--- config.mk ---
export PLATFORM = sky130hd
export DESIGN_NAME = ex_mem_skid_reg
export DESIGN_NICKNAME = d
export VERILOG_FILES = /design/src/rtl/ex_mem_skid_reg.sv
export SDC_FILE = /design/constraint.sdc
export NUM_CORES = 1
export LEC_CHECK = 0
export ABC_AREA = 1
export BUFFER_PORTS_ARGS = -buffer_cell sky130_fd_sc_hd__buf_2
export CORE_ASPECT_RATIO = 0.9
export CORE_UTILIZATION = 35
export CTS_BUF_LIST = sky130_fd_sc_hd__clkbuf_8
export DETAILED_ROUTE_END_ITERATION = 6
export GPL_ROUTABILITY_DRIVEN = 0
export GPL_TIMING_DRIVEN = 0
export PLACE_DENSITY = 0.53
export SYNTH_ARGS = -nofsm -noshare
export SYNTH_HDL_FRONTEND = slang
export SYNTH_SLANG_ARGS = --single-unit
export TNS_END_PERCENT = 20
--- constraint.sdc ---
create_clock -name clk -period 2 [get_ports clk]
set_clock_uncertainty 0.15 [all_clocks]
set_input_delay 0.4 -clock clk [delete_from_list [all_inputs] [get_ports clk]]
set_output_delay 0.4 -clock clk [all_outputs]
set_load 0.01 [all_outputs]
--- src/rtl/ex_mem_skid_reg.sv ---
// ---------------------------------------------------------------------------
// ex_mem_skid_reg
//
// EX->MEM pipeline register built as a 2-entry skid buffer. A valid/ready
// handshake on both sides lets MEM apply back-pressure without losing an
// instruction. A flush input squashes everything held (branch squash).
//
// The main entry drives every output straight from flops. The skid entry
// absorbs the single instruction that EX can push in the cycle where
// in_ready is still high but MEM has stalled. There is no combinational path
// from any input to any output.
//
// Optional feature macro: PIPE_STAT_EN
//   When defined, adds the stall_cnt output. It is a saturating count of
//   cycles with out_valid=1 and out_ready=0. Only reset clears it; flush
//   does not.
//
// Parameters:
//   DATA_W  width of alu_result / st_val
//   DEST_W  width of destination register index
//   CNT_W   width of stall_cnt (PIPE_STAT_EN only)
//
// Ports:
//   clk            rising-edge clock
//   rst            asynchronous, active-low reset
//   flush          synchronous squash of all held entries (wins over xfers)
//   in_valid       EX presents an instruction
//   in_ready       buffer can accept (registered)
//   wb_en_in, mem_r_en_in, mem_w_en_in, dest_in, alu_result_in, st_val_in
//                  EX payload
//   out_valid      MEM side holds a valid instruction
//   out_ready      MEM accepts this cycle
//   wb_en_out, mem_r_en_out, mem_w_en_out, dest_out, alu_result_out,
//   st_val_out     MEM payload (control bits are 0 whenever out_valid=0)
//   occupancy      entries held: 0, 1 or 2
//   stall_cnt      back-pressure cycle counter (PIPE_STAT_EN only)
// ---------------------------------------------------------------------------
module ex_mem_skid_reg #(
  parameter int DATA_W = 32,
  parameter int DEST_W = 4,
  parameter int CNT_W  = 16
) (
  input  logic              clk,
  input  logic              rst,
  input  logic              flush,
  input  logic              in_valid,
  output logic              in_ready,
  input  logic              wb_en_in,
  input  logic              mem_r_en_in,
  input  logic              mem_w_en_in,
  input  logic [DEST_W-1:0] dest_in,
  input  logic [DATA_W-1:0] alu_result_in,
  input  logic [DATA_W-1:0] st_val_in,
  output logic              out_valid,
  input  logic              out_ready,
  output logic              wb_en_out,
  output logic              mem_r_en_out,
  output logic              mem_w_en_out,
  output logic [DEST_W-1:0] dest_out,
  output logic [DATA_W-1:0] alu_result_out,
  output logic [DATA_W-1:0] st_val_out,
  output logic [1:0]        occupancy
`ifdef PIPE_STAT_EN
  ,
  output logic [CNT_W-1:0]  stall_cnt
`endif
);

  typedef enum logic [1:0] {
    S_EMPTY = 2'd0,
    S_FULL  = 2'd1,
    S_SKID  = 2'd2
  } state_t;

  state_t r_state;
  state_t w_state_next;

  // Handshake status flops; each is a pure function of the state, but it is
  // registered so that in_ready / out_valid / occupancy leave from flops.
  logic       r_in_ready;
  logic       r_out_valid;
  logic [1:0] r_occ;

  logic       w_in_ready_next;
  logic       w_out_valid_next;
  logic [1:0] w_occ_next;

  // Main entry (drives outputs)
  logic              r_main_wb;
  logic              r_main_mr;
  logic              r_main_mw;
  logic [DEST_W-1:0] r_main_dest;
  logic [DATA_W-1:0] r_main_alu;
  logic [DATA_W-1:0] r_main_st;

  // Skid entry
  logic              r_skid_wb;
  logic              r_skid_mr;
  logic              r_skid_mw;
  logic [DEST_W-1:0] r_skid_dest;
  logic [DATA_W-1:0] r_skid_alu;
  logic [DATA_W-1:0] r_skid_st;

  logic w_in_xfer;
  logic w_out_xfer;
  logic w_load_main_in;
  logic w_load_main_skid;
  logic w_load_skid;
  logic w_clr_main_ctrl;

  assign w_in_xfer  = in_valid & r_in_ready;
  assign w_out_xfer = r_out_valid & out_ready;

  // -------------------------------------------------------------------------
  // FSM: state register
  // -------------------------------------------------------------------------
  always_ff @(posedge clk or negedge rst) begin
    if (!rst) begin
      r_state     <= S_EMPTY;
      r_in_ready  <= 1'b1;
      r_out_valid <= 1'b0;
      r_occ       <= 2'd0;
    end else begin
      r_state     <= w_state_next;
      r_in_ready  <= w_in_ready_next;
      r_out_valid <= w_out_valid_next;
      r_occ       <= w_occ_next;
    end
  end

  // -------------------------------------------------------------------------
  // FSM: next-state logic
  // -------------------------------------------------------------------------
  always_comb begin
    w_state_next = r_state;
    if (flush) begin
      w_state_next = S_EMPTY;
    end else begin
      case (r_state)
        S_EMPTY: if (w_in_xfer) w_state_next = S_FULL;
        S_FULL: begin
          if (w_in_xfer && !w_out_xfer)      w_state_next = S_SKID;
          else if (!w_in_xfer && w_out_xfer) w_state_next = S_EMPTY;
        end
        S_SKID:  if (w_out_xfer) w_state_next = S_FULL;
        default: w_state_next = S_EMPTY;
      endcase
    end
  end

  // -------------------------------------------------------------------------
  // FSM: outputs (datapath enables and next handshake status)
  // -------------------------------------------------------------------------
  always_comb begin
    w_load_main_in   = 1'b0;
    w_load_main_skid = 1'b0;
    w_load_skid      = 1'b0;
    w_clr_main_ctrl  = flush;
    if (!flush) begin
      case (r_state)
        S_EMPTY: w_load_main_in = w_in_xfer;
        S_FULL: begin
          w_load_main_in  = w_in_xfer & w_out_xfer;
          w_load_skid     = w_in_xfer & ~w_out_xfer;
          // Draining the last entry: zero the control bits so the outputs
          // read as a bubble straight from the flops.
          w_clr_main_ctrl = ~w_in_xfer & w_out_xfer;
        end
        S_SKID:  w_load_main_skid = w_out_xfer;
        default: ;
      endcase
    end

    w_in_ready_next  = (w_state_next != S_SKID);
    w_out_valid_next = (w_state_next != S_EMPTY);
    case (w_state_next)
      S_FULL:  w_occ_next = 2'd1;
      S_SKID:  w_occ_next = 2'd2;
      default: w_occ_next = 2'd0;
    endcase
  end

  // -------------------------------------------------------------------------
  // Main entry
  // -------------------------------------------------------------------------
  always_ff @(posedge clk or negedge rst) begin
    if (!rst) begin
      r_main_wb   <= 1'b0;
      r_main_mr   <= 1'b0;
      r_main_mw   <= 1'b0;
      r_main_dest <= '0;
      r_main_alu  <= '0;
      r_main_st   <= '0;
    end else begin
      if (w_load_main_in) begin
        r_main_wb   <= wb_en_in;
        r_main_mr   <= mem_r_en_in;
        r_main_mw   <= mem_w_en_in;
        r_main_dest <= dest_in;
        r_main_alu  <= alu_result_in;
        r_main_st   <= st_val_in;
      end else if (w_load_main_skid) begin
        r_main_wb   <= r_skid_wb;
        r_main_mr   <= r_skid_mr;
        r_main_mw   <= r_skid_mw;
        r_main_dest <= r_skid_dest;
        r_main_alu  <= r_skid_alu;
        r_main_st   <= r_skid_st;
      end
      if (w_clr_main_ctrl) begin
        r_main_wb <= 1'b0;
        r_main_mr <= 1'b0;
        r_main_mw <= 1'b0;
      end
      // Data fields are left stale on a flush; only dest is scrubbed.
      if (flush) r_main_dest <= '0;
    end
  end

  // -------------------------------------------------------------------------
  // Skid entry
  // -------------------------------------------------------------------------
  always_ff @(posedge clk or negedge rst) begin
    if (!rst) begin
      r_skid_wb   <= 1'b0;
      r_skid_mr   <= 1'b0;
      r_skid_mw   <= 1'b0;
      r_skid_dest <= '0;
      r_skid_alu  <= '0;
      r_skid_st   <= '0;
    end else if (flush) begin
      r_skid_wb   <= 1'b0;
      r_skid_mr   <= 1'b0;
      r_skid_mw   <= 1'b0;
      r_skid_dest <= '0;
    end else if (w_load_skid) begin
      r_skid_wb   <= wb_en_in;
      r_skid_mr   <= mem_r_en_in;
      r_skid_mw   <= mem_w_en_in;
      r_skid_dest <= dest_in;
      r_skid_alu  <= alu_result_in;
      r_skid_st   <= st_val_in;
    end
  end

`ifdef PIPE_STAT_EN
  // -------------------------------------------------------------------------
  // Saturating back-pressure counter; flush deliberately leaves it alone.
  // -------------------------------------------------------------------------
  logic [CNT_W-1:0] r_stall_cnt;

  always_ff @(posedge clk or negedge rst) begin
    if (!rst) begin
      r_stall_cnt <= '0;
    end else if (r_out_valid && !out_ready && !(&r_stall_cnt)) begin
      r_stall_cnt <= r_stall_cnt + CNT_W'(1);
    end
  end

  assign stall_cnt = r_stall_cnt;
`endif

  assign in_ready       = r_in_ready;
  assign out_valid      = r_out_valid;
  assign occupancy      = r_occ;
  assign wb_en_out      = r_main_wb;
  assign mem_r_en_out   = r_main_mr;
  assign mem_w_en_out   = r_main_mw;
  assign dest_out       = r_main_dest;
  assign alu_result_out = r_main_alu;
  assign st_val_out     = r_main_st;

endmodule

# [Word-level counts from Yosys, hierarchy flattened]
# Index checks and enable logic that the tools add are counted.
# W data, S select, Z words.
[word_totals] output_inout_bits=75 elab_cells=79 reg_bits=148
[op_classes] n_mux=39 eq_ne=5 bitwise=8 reduce_logical=11
[op_table] op="$mux W32" n=4
[op_table] op="$mux W1" n=22
[op_table] op="$mux W4" n=5
[op_table] op="$mux W2" n=5
[op_table] op="$pmux W2 S3" n=1
[op_table] op="$reduce_bool A2 Y1" n=3
[op_table] op="$reduce_bool A3 Y1" n=2
[op_table] op="$and A1 B1 Y1" n=5
[op_table] op="$eq A2 B1 Y1 const B" n=2
[op_table] op="$eq A2 B2 Y1 const B" n=2
[op_table] op="$pmux W2 S2" n=1
[op_table] op="$not A1 Y1" n=3
[op_table] op="$logic_and A1 B1 Y1" n=2
[op_table] op="$logic_not A1 Y1" n=2
[op_table] op="$logic_not A2 Y1" n=1
[op_table] op="$ne A2 B2 Y1 const B" n=1
[op_table] op="$pmux W1 S2" n=1
[op_table] op="$reduce_and A2 Y1" n=1

# [Logic depth before layout (Yosys ltp)]
# Gate-level depths: netlist (run 1).
[logic_depth] depth_word=9 ltp_mapped=9 ltp_nobuf=8

# [Worst setup path after synthesis (run 1)]
# OpenSTA, ideal clock, no wires.
[synth_timing] kind="register -> register" start="reg r_in_ready, in the netlist in_ready" end="reg r_main_alu[27], in the netlist alu_result_out[27]" stages_incl_launch_ff=8 setup_time_ns=0.125 path_slack_ns=0.381 t_required_ns=1.725 synth_period_minus_slack_ns=1.619 arrival_time_ns=1.344 cell_sequence="dfstp_2 > nand2_1 > nor2_2 > nand3_4 > buf_4 > buf_4 > nand3_1 > nand3_1"
[synth_between] elab_chain_cells=5
[synth_rtl] element="start: declaration" line="80" source="logic r_in_ready;"
[synth_rtl] element="start signal: assignment" line="125" source="r_in_ready <= w_in_ready_next;"
[synth_rtl] element="$and A1 B1 Y1 *" line="111" source="assign w_in_xfer = in_valid & r_in_ready;"
[synth_rtl] element="$and A1 B1 Y1" line="163" source="w_load_main_in = w_in_xfer & w_out_xfer;"
[synth_rtl] element="$pmux W1 S2 *" line="160" source="case (r_state)"
[synth_rtl] element="$mux W1 *" line="159" source="if (!flush) begin"
[synth_rtl] element="$mux W32 or $reduce_bool A2 Y1 (tied branches)"
[synth_rtl] element="end signal: assignment" line="200" source="r_main_alu <= alu_result_in;"
[synth_rtl] element="end signal: assignment" line="207" source="r_main_alu <= r_skid_alu;"
[synth_rtl] element="end: declaration" line="93" source="logic [DATA_W-1:0] r_main_alu;"
# Every way passes the cells marked *; elsewhere a longest branch is shown, timed or not.
# A chain may end at the register's enable or synchronous reset.

# [Worst setup path in the final report (run 1)]
[layout_timing] start="reg r_in_ready, in the netlist in_ready" end="reg r_skid_st[27]"
[layout_between] elab_chain_cells=5
[layout_rtl] element="$and A1 B1 Y1" line="111"
[layout_rtl] element="$and A1 B1 Y1" line="164" source="w_load_skid = w_in_xfer & ~w_out_xfer;"
[layout_rtl] element="$mux W1" line="160"
[layout_rtl] element="$mux W1" line="159"
[layout_rtl] element="$reduce_and A2 Y1 (no source line)"
[layout_rtl] element="end signal: assignment" line="242" source="r_skid_st <= st_val_in;"
[layout_rtl] element="end: declaration" line="102" source="logic [DATA_W-1:0] r_skid_st;"
# No other way between the ends.

==> results by group, run 1 <==
Outcome
  • Run status: finished clean

Clocking
  • CTS tree: built
  • Worst skew pair latency: 0.45 ns
  • Cts bufs inserted: 17
  • CTS Sinks: 148
  • Clock slew at reported path FFs: 0.09 ns
  • Setup Fix Bufs, Post-CTS: 0
  • H-tree level count: 4
  • CTS Buffer Depth: 2
  • CTS root buf: clkbuf_8

Die
  • Starting Density: 35.92%
  • Cell Rows: 46
  • Die width: 144.0 µm
  • Total core area: 17670 µm²
  • Die Area: 18680 µm²
  • Die Height: 129.8 µm
  • I/O pins: 151

Routing
  • DRC: 0
  • Pre-antenna DRT Iters: 7
  • Antenna Violating Nets Remaining: 0
  • Routed len/inst: 15.57 µm
  • Via count: 5626
  • Post-Route WL: 18290 µm
  • Initial drt markers: 311
  • Vias/cell: 4.792

Layout
  • Most frequent cells in the layout: nand2_1 (307), nand3_1 (207), buf_2 (168), dfrtp_1 (147), clkbuf_8 (18)
  • # nets final: 997
  • Most common cell after layout, fill and taps aside: nand2_1
  • Post-route cell area: 7884 µm²
  • Share of cells above drive strength 1: 24.63%
  • Layout area overhead: 24.21%
  • Inserted Diodes: 0
  • Final core occ: 44.62%
  • # fillers: 1817

Pwr
  • Pwr Density: 1095 nW/µm²
  • LEAKAGE: 0.004278 µW
  • Design Power: 8630 µW
  • VDD IR-drop max: 0.4709 mV

Yosys
  • Post-Synth XOR/XNOR Area: 0%
  • Syn Inst Count: 750
  • Synth warnings: 0
  • Seq/Total Area, Yosys: 58.37%
  • Syn nets: 826
  • Synth Area in Compound Gates: 0.2957%
  • Largest family of logic cells by synthesized area: simple AND/OR/NAND/NOR gates
  • Post-synthesis simple-gate area fraction: 36.76%
  • Distinct cell type count after synthesis: 22
  • Post-synthesis register bit count: 148
  • Syn_area_per_cell: 8.463 µm²
  • Mapped cell area: 6347 µm²
  • Multiplexer share of the synthesized area: 0%
  • Adder-Cell Fraction of Synth Area: 0%

Global route
  • Vias in the first global route: 5461
  • Total global-route track usage: 20.54%
  • Initial antenna violation count: 0
  • Gr ovfl total: 0
  • Largest net degree at the start of global routing: 80
  • First-pass GRT wire length: 29210 µm

Place
  • Hpwl dp: 12340 µm
  • I/O Buffers: 150
  • Placed Area: 7432 µm²

Critical path
  • Critical path's slowest cell: dfstp_2
  • Worst EP arrival: 2.07 ns
  • R2r startpoint: in_ready$_DFF_PN1_
  • R2R cell count: 6
  • Critical Path RT: 2.19 ns
  • CP Launch Type: flip-flop
  • CP endpoint kind: flip-flop
  • Cell mode on critical path: nand2_1
  • WS Path Type: flip-flop to flip-flop
  • Cell Chain, Critical Path: nand2_1 > nor3_2 > nand2_2 > clkbuf_1 > nand2_1 > nand2_1
  • Crit-path max cell delay: 0.54 ns
  • R2r setup slk: 0.12 ns
  • Worst path top cell family by delay: simple AND/OR/NAND/NOR gates
  • R2R Path End: r_skid_st[27]$_DFFE_PN0P_
  • Crit Path Max Fanout: 10
  • CP bufs+invs: 1

Worst hold path
  • Hold wc startpoint: alu_result_in[9]
  • Worst hold path stage count: 3
  • Min-delay worst type: primary input to flip-flop
  • Min-Delay Endpoint: alu_result_out[9]$_DFFE_PN0P_

STA
  • Worst-Margin Slew: 0.7675 ns
  • Final hold viol count: 0
  • Final period util: 93.91%
  • RSZ-0062 raised after global routing: yes
  • Slew Limit Fails: 0
  • Setup-failing EPs final: 0
  • Final Critical Period: 1.878 ns
  • Fmax: 532.4 MHz
  • Normalized max-slew margin: 48.83%

Flow run
  • Max-cap violations: 0
## routing by layer
metal | track usage (%) | wire [µm] | vias to the layer above
li1 | - | - | 2810
met3 | 4.881 | 954 | 12
met2 | 30.89 | 8265 | 134
met5 | 0 | 0 | -
met4 | 5.006 | 125 | 0
met1 | 29.77 | 8939 | 2670
## worst reg2reg max path: cells and delay by family, from the launching register on
family,cells,cell delay (ns)
flops,1,0.54
simple gates,5,0.78
buf+inv,1,0.31
## cell type report
class | count | area [µm²] | area share [%]
Buffer | 51 | 270.3 | 3.428
Clock buffer | 18 | 247.7 | 3.142
Clock inverter | 14 | 162.7 | 2.063
Inverter | 12 | 48.80 | 0.6189
Multi-Input combinational cell | 539 | 2355 | 29.87
Sequential cell | 148 | 3705 | 46.99
Tap cell | 240 | 300.3 | 3.809
Timing Repair Buffer | 152 | 794.5 | 10.08
## cells by family after synthesis
family          count (synthesis)
simple gates                  536
flops                         148
compound gates                  3
buf+inv                        63
## Yosys cell counts
master	number	area share, %
buf_4	3	0.35
nand2_2	3	0.30
nand3_4	1	0.28
nor2_1	4	0.24
nand2_1	308	18
nor2_4	1	0.18
dfstp_2	1	0.41
clkbuf_1	16	0.95
inv_2	2	0.12
buf_2	27	2.1
buf_1	4	0.24
nand3_1	207	16
dfrtp_1	147	58
nor2_2	1	0.099
nand4_1	10	0.99
inv_1	9	0.53
clkinv_2	1	0.079
a21oi_1	1	0.079
a21oi_2	1	0.14
buf_6	1	0.18
o21ai_0	1	0.079
nor3_2	1	0.16
## through the flow
| stage | setup WS, ns | hold WS [ns] | std cells | setup TNS [ns] |
|---|---|---|---|---|
| after CTS | 0.03448 | 0.002666 | 1174 | 0 |
| final | 0.1217 | 0.03024 | 1174 | 0 |
| after global routing | -0.03251 | 0.004957 | 1174 | -0.3029 |
| after floorplan | 0.3811 | -0.04559 | 750 | 0 |
| after global placement | -1.960 | 0.3048 | 1140 | -288.31 |
| after detailed placement | -0.06306 | 0.3089 | 1141 | -1.822 |
## report_power, final
| group | internal [µW] | switching (µW) |
|---|---|---|
| combinational | 761 | 1080 |
| clock | 1260 | 1180 |
| sequential | 3860 | 483 |
| total | 5880 | 2750 |
## sequential cells by signal, summed over array words and instances (netlist names)
signal and cells:
alu_result_out 32, mem_w_en_out 1, r_skid_alu 32, st_val_out 32
r_skid_wb 1, r_state 2, occupancy 2, r_skid_mr 1
r_skid_dest 4, in_ready 1, out_valid 1, r_skid_mw 1
dest_out 4, mem_r_en_out 1, wb_en_out 1, r_skid_st 32
## how the worst max path moves through the flow
stage / startpoint / end / depth (start not counted)
after floorplan: in_ready$_DFF_PN1_ / alu_result_out[27]$_DFFE_PN0P_ / 7
after global placement: rst / r_skid_alu[9]$_DFFE_PN0P_ / 1
after detailed placement: in_ready$_DFF_PN1_ / r_skid_st[8]$_DFFE_PN0P_ / 6
after CTS: in_ready$_DFF_PN1_ / alu_result_out[12]$_DFFE_PN0P_ / 7
after global routing: in_ready$_DFF_PN1_ / r_skid_st[25]$_DFFE_PN0P_ / 6
final: in_ready$_DFF_PN1_ / r_skid_st[27]$_DFFE_PN0P_ / 6
## what timing repair did
item                                    4_1_cts  5_1_grt
gates resized for setup                       1       21
cloned                                        0        0
hold buffers                                  1        0
hold endpoints to repair                     77        0
endpoints found under the setup margin       60      129
Note: power is estimated with default switching activity, not from simulation.
==> run 2: changes to the inputs <==
Settings changed: ABC_AREA 1 to not set, SLEW_MARGIN set to 20.
==> run 2 against run 1 <==
Wire length decreased by 7.2%; first-iteration DRC count down 31%; the flow now finishes with violations (setup timing); hold slack better by 0.023 ns.
==> results by group, run 2 <==
Outcome
  • Run status: complete, but fails checks
  • Failing checks: setup timing

STA
  • Normalized max-slew margin: 56.61%
  • RSZ-0062 raised after global routing: yes
  • Setup-failing EPs final: 27
  • Final period util: 102.2%
  • Final Critical Period: 2.044 ns
  • Final hold viol count: 0
  • Slew Limit Fails: 0
  • TNS Setup: -0.7430 ns
  • Final setup margin: -0.04397 ns
  • Hold Slack: 0.05314 ns
  • Fmax: 489.2 MHz
  • Worst-Margin Slew: 0.6464 ns

Routing
  • Pre-antenna DRT Iters: 6
  • Routed len/inst: 19.12 µm
  • Post-Route WL: 16960 µm
  • Via count: 4649
  • Initial drt markers: 216
  • Antenna Violating Nets Remaining: 0
  • Vias/cell: 5.241
  • DRC: 0

Clocking
  • CTS tree: built
  • Clock slew at reported path FFs: 0.08 ns
  • H-tree level count: 4
  • CTS root buf: clkbuf_8
  • Worst skew pair latency: 0.44 ns
  • CTS Sinks: 148
  • Cts bufs inserted: 17
  • CTS Buffer Depth: 2

Yosys
  • Syn_area_per_cell: 13.57 µm²
  • Yosys top cell by area: dfrtp_1
  • Most common cell in the netlist: dfrtp_1
  • Largest cells by area after synthesis: dfrtp_1 (60%), mux2_2 (12%), a221o_1 (11%)
  • Synth warnings: 0
  • Seq/Total Area, Yosys: 60.38%
  • Syn Inst Count: 452
  • Most used DFF post-synth: dfrtp_1
  • Distinct cell type count after synthesis: 32
  • Syn nets: 528
  • Post-synth EDFFs: 0
  • Mapped cell area: 6136 µm²
  • Synth cell count leaders: dfrtp_1 (147), a221o_1 (67), and3_1 (67), mux2_2 (64), clkbuf_1 (23)
  • Fraction of registers with async set/reset: 100.0%
  • Share of the synthesized area in the top cell type: 59.95%
  • Post-synthesis register bit count: 148

Layout
  • Most common cell after layout, fill and taps aside: buf_2
  • Most frequent cells in the layout: buf_2 (153), dfrtp_1 (144), and3_1 (67), a221o_1 (67), mux2_4 (60)
  • # nets final: 714
  • Layout area overhead: 34.97%
  • Non-filler cells, final: 887
  • Final core occ: 48.70%
  • Share of cells above drive strength 1: 44.70%

Global route
  • Met1 Track Usage GR: 24.55%
  • Initial antenna violation count: 1
  • First-pass GRT wire length: 25180 µm
  • Met3 usage: 6.072%
  • Vias in the first global route: 4681
  • Grt peak-use layer: met2
  • Met2 GRT Util: 27.64%
  • Gr ovfl total: 0
  • Total global-route track usage: 18.32%
  • Largest net degree at the start of global routing: 100

Critical path
  • CP Launch Type: flip-flop
  • CP startpoint: in_ready$_DFF_PN1_
  • R2r setup slk: -0.04 ns
  • R2R Path End: r_skid_st[15]$_DFFE_PN0P_
  • Crit Path Max Fanout: 6
  • Worst EP arrival: 2.22 ns
  • R2r startpoint: in_ready$_DFF_PN1_
  • CP endpoint kind: flip-flop
  • Critical Path RT: 2.17 ns
  • WS Path Type: flip-flop to flip-flop
  • CP endpoint: r_skid_st[15]$_DFFE_PN0P_
  • R2R cell count: 6

Pwr
  • VDD IR-drop max: 0.7430 mV
  • Pwr Density: 1135 nW/µm²
  • LEAKAGE: 0.004159 µW

Worst hold path
  • Hold wc startpoint: alu_result_in[8]
  • Worst hold path stage count: 2
  • Min-delay worst type: primary input to flip-flop

Place
  • Dpl cells: 838
  • Hpwl dp: 10740 µm
  • I/O Buffers: 150

Die
  • I/O pins: 151
  • Cell Rows: 45
  • Die Area: 18070 µm²
  • Die width: 141.6 µm
  • Total core area: 17000 µm²
  • Die Height: 127.6 µm
  • Starting Density: 36.09%

Flow run
  • Max-cap violations: 0
## run 2: changes by cell type in the layout (fill, tap and decap cells not counted), sizes merged, moves of 10 or more
cell    before  now
nand2      311   13
nand4       10    0
nand3      208    7
and3         0   67
mux2         0   64
a221o        0   67
inv         14    3
clkbuf      41   51
## run 2: cell families (layout without fill, tap and decap cells)
kind of cell           count (synthesis)  after routing  synth area share, %
AO/OA/AOI/OAI                         97             97                14.19
XOR/XNOR                               1              1               0.1428
buffers and inverters                 41            240                3.569
flip-flops                           148            148                60.38
multiplexers                          64             64                11.75
other                                  0              1                    0
AND/OR/NAND/NOR                      101            101                9.972
## run 2: area by class of cell
class | instances | area (µm²)
Sequential cell | 148 | 3709
Timing Repair Buffer | 167 | 1089
Inverter | 1 | 3.754
Buffer | 40 | 294.0
Fill cell | 1562 | 8722
Clock inverter | 11 | 132.6
Tap cell | 235 | 294.0
Clock buffer | 21 | 289.0
Antenna cell | 1 | 2.502
Multi-Input combinational cell | 263 | 2469
## run 2: power by group
group          switching, µW  total, µW  internal (µW)  leakage, µW
sequential               532       4490           3960      0.00183
clock                   1120       2470           1350     0.000220
combinational            958       2440           1480      0.00211
## run 2: worst min path at each step
| stage | to | slack (ns) |
|---|---|---|
| 5_1_grt | r_skid_st[25]$_DFFE_PN0P_ | 0.01 |
| 3_5_place_dp | r_skid_st[9]$_DFFE_PN0P_ | 0.18 |
| 4_1_cts | st_val_out[15]$_DFFE_PN0P_ | 0.01 |
| 2_1_floorplan | alu_result_out[0]$_DFFE_PN0P_ | -0.05 |
| 6_report | alu_result_out[8]$_DFFE_PN0P_ | 0.05 |
| 3_3_place_gp | r_skid_alu[14]$_DFFE_PN0P_ | 0.33 |
## run 2: routing by layer
| metal | wire length (µm) | share of wire (%) |
|---|---|---|
| met4 | 261 | 1.5 |
| met1 | 8005 | 47 |
| met2 | 7772 | 46 |
| met3 | 921 | 5.4 |
| met5 | 0 | 0 |
## run 2: critical path: stages (launching register included)
cell and delay [ns]:
dfstp_2 0.59, nand3b_1 0.17, nor3_4 0.24, buf_12 0.15, buf_12 0.16, clkbuf_16 0.17, mux2_4 0.30
## run 2: per-stage QoR
step | cell area (µm²) | worst slack [ns] | power (µW)
after floorplan | 6136 | 0.02421 | 5632
after global placement | 7181 | -1.765 | 6407
after detailed placement | 7218 | -0.5048 | 6523
after CTS | 7725 | -0.01041 | 9046
after global routing | 8282 | -0.1056 | 9928
final | 8282 | -0.04397 | 9399
## run 2: what timing repair did
item,4_1_cts,5_1_grt
gates resized for setup,17,77
setup endpoints to repair,135,126
pin swaps,2,6
hold buffers,1,0
endpoints found under the hold margin,49,0
gates cloned,0,8
buffers inserted,1,6
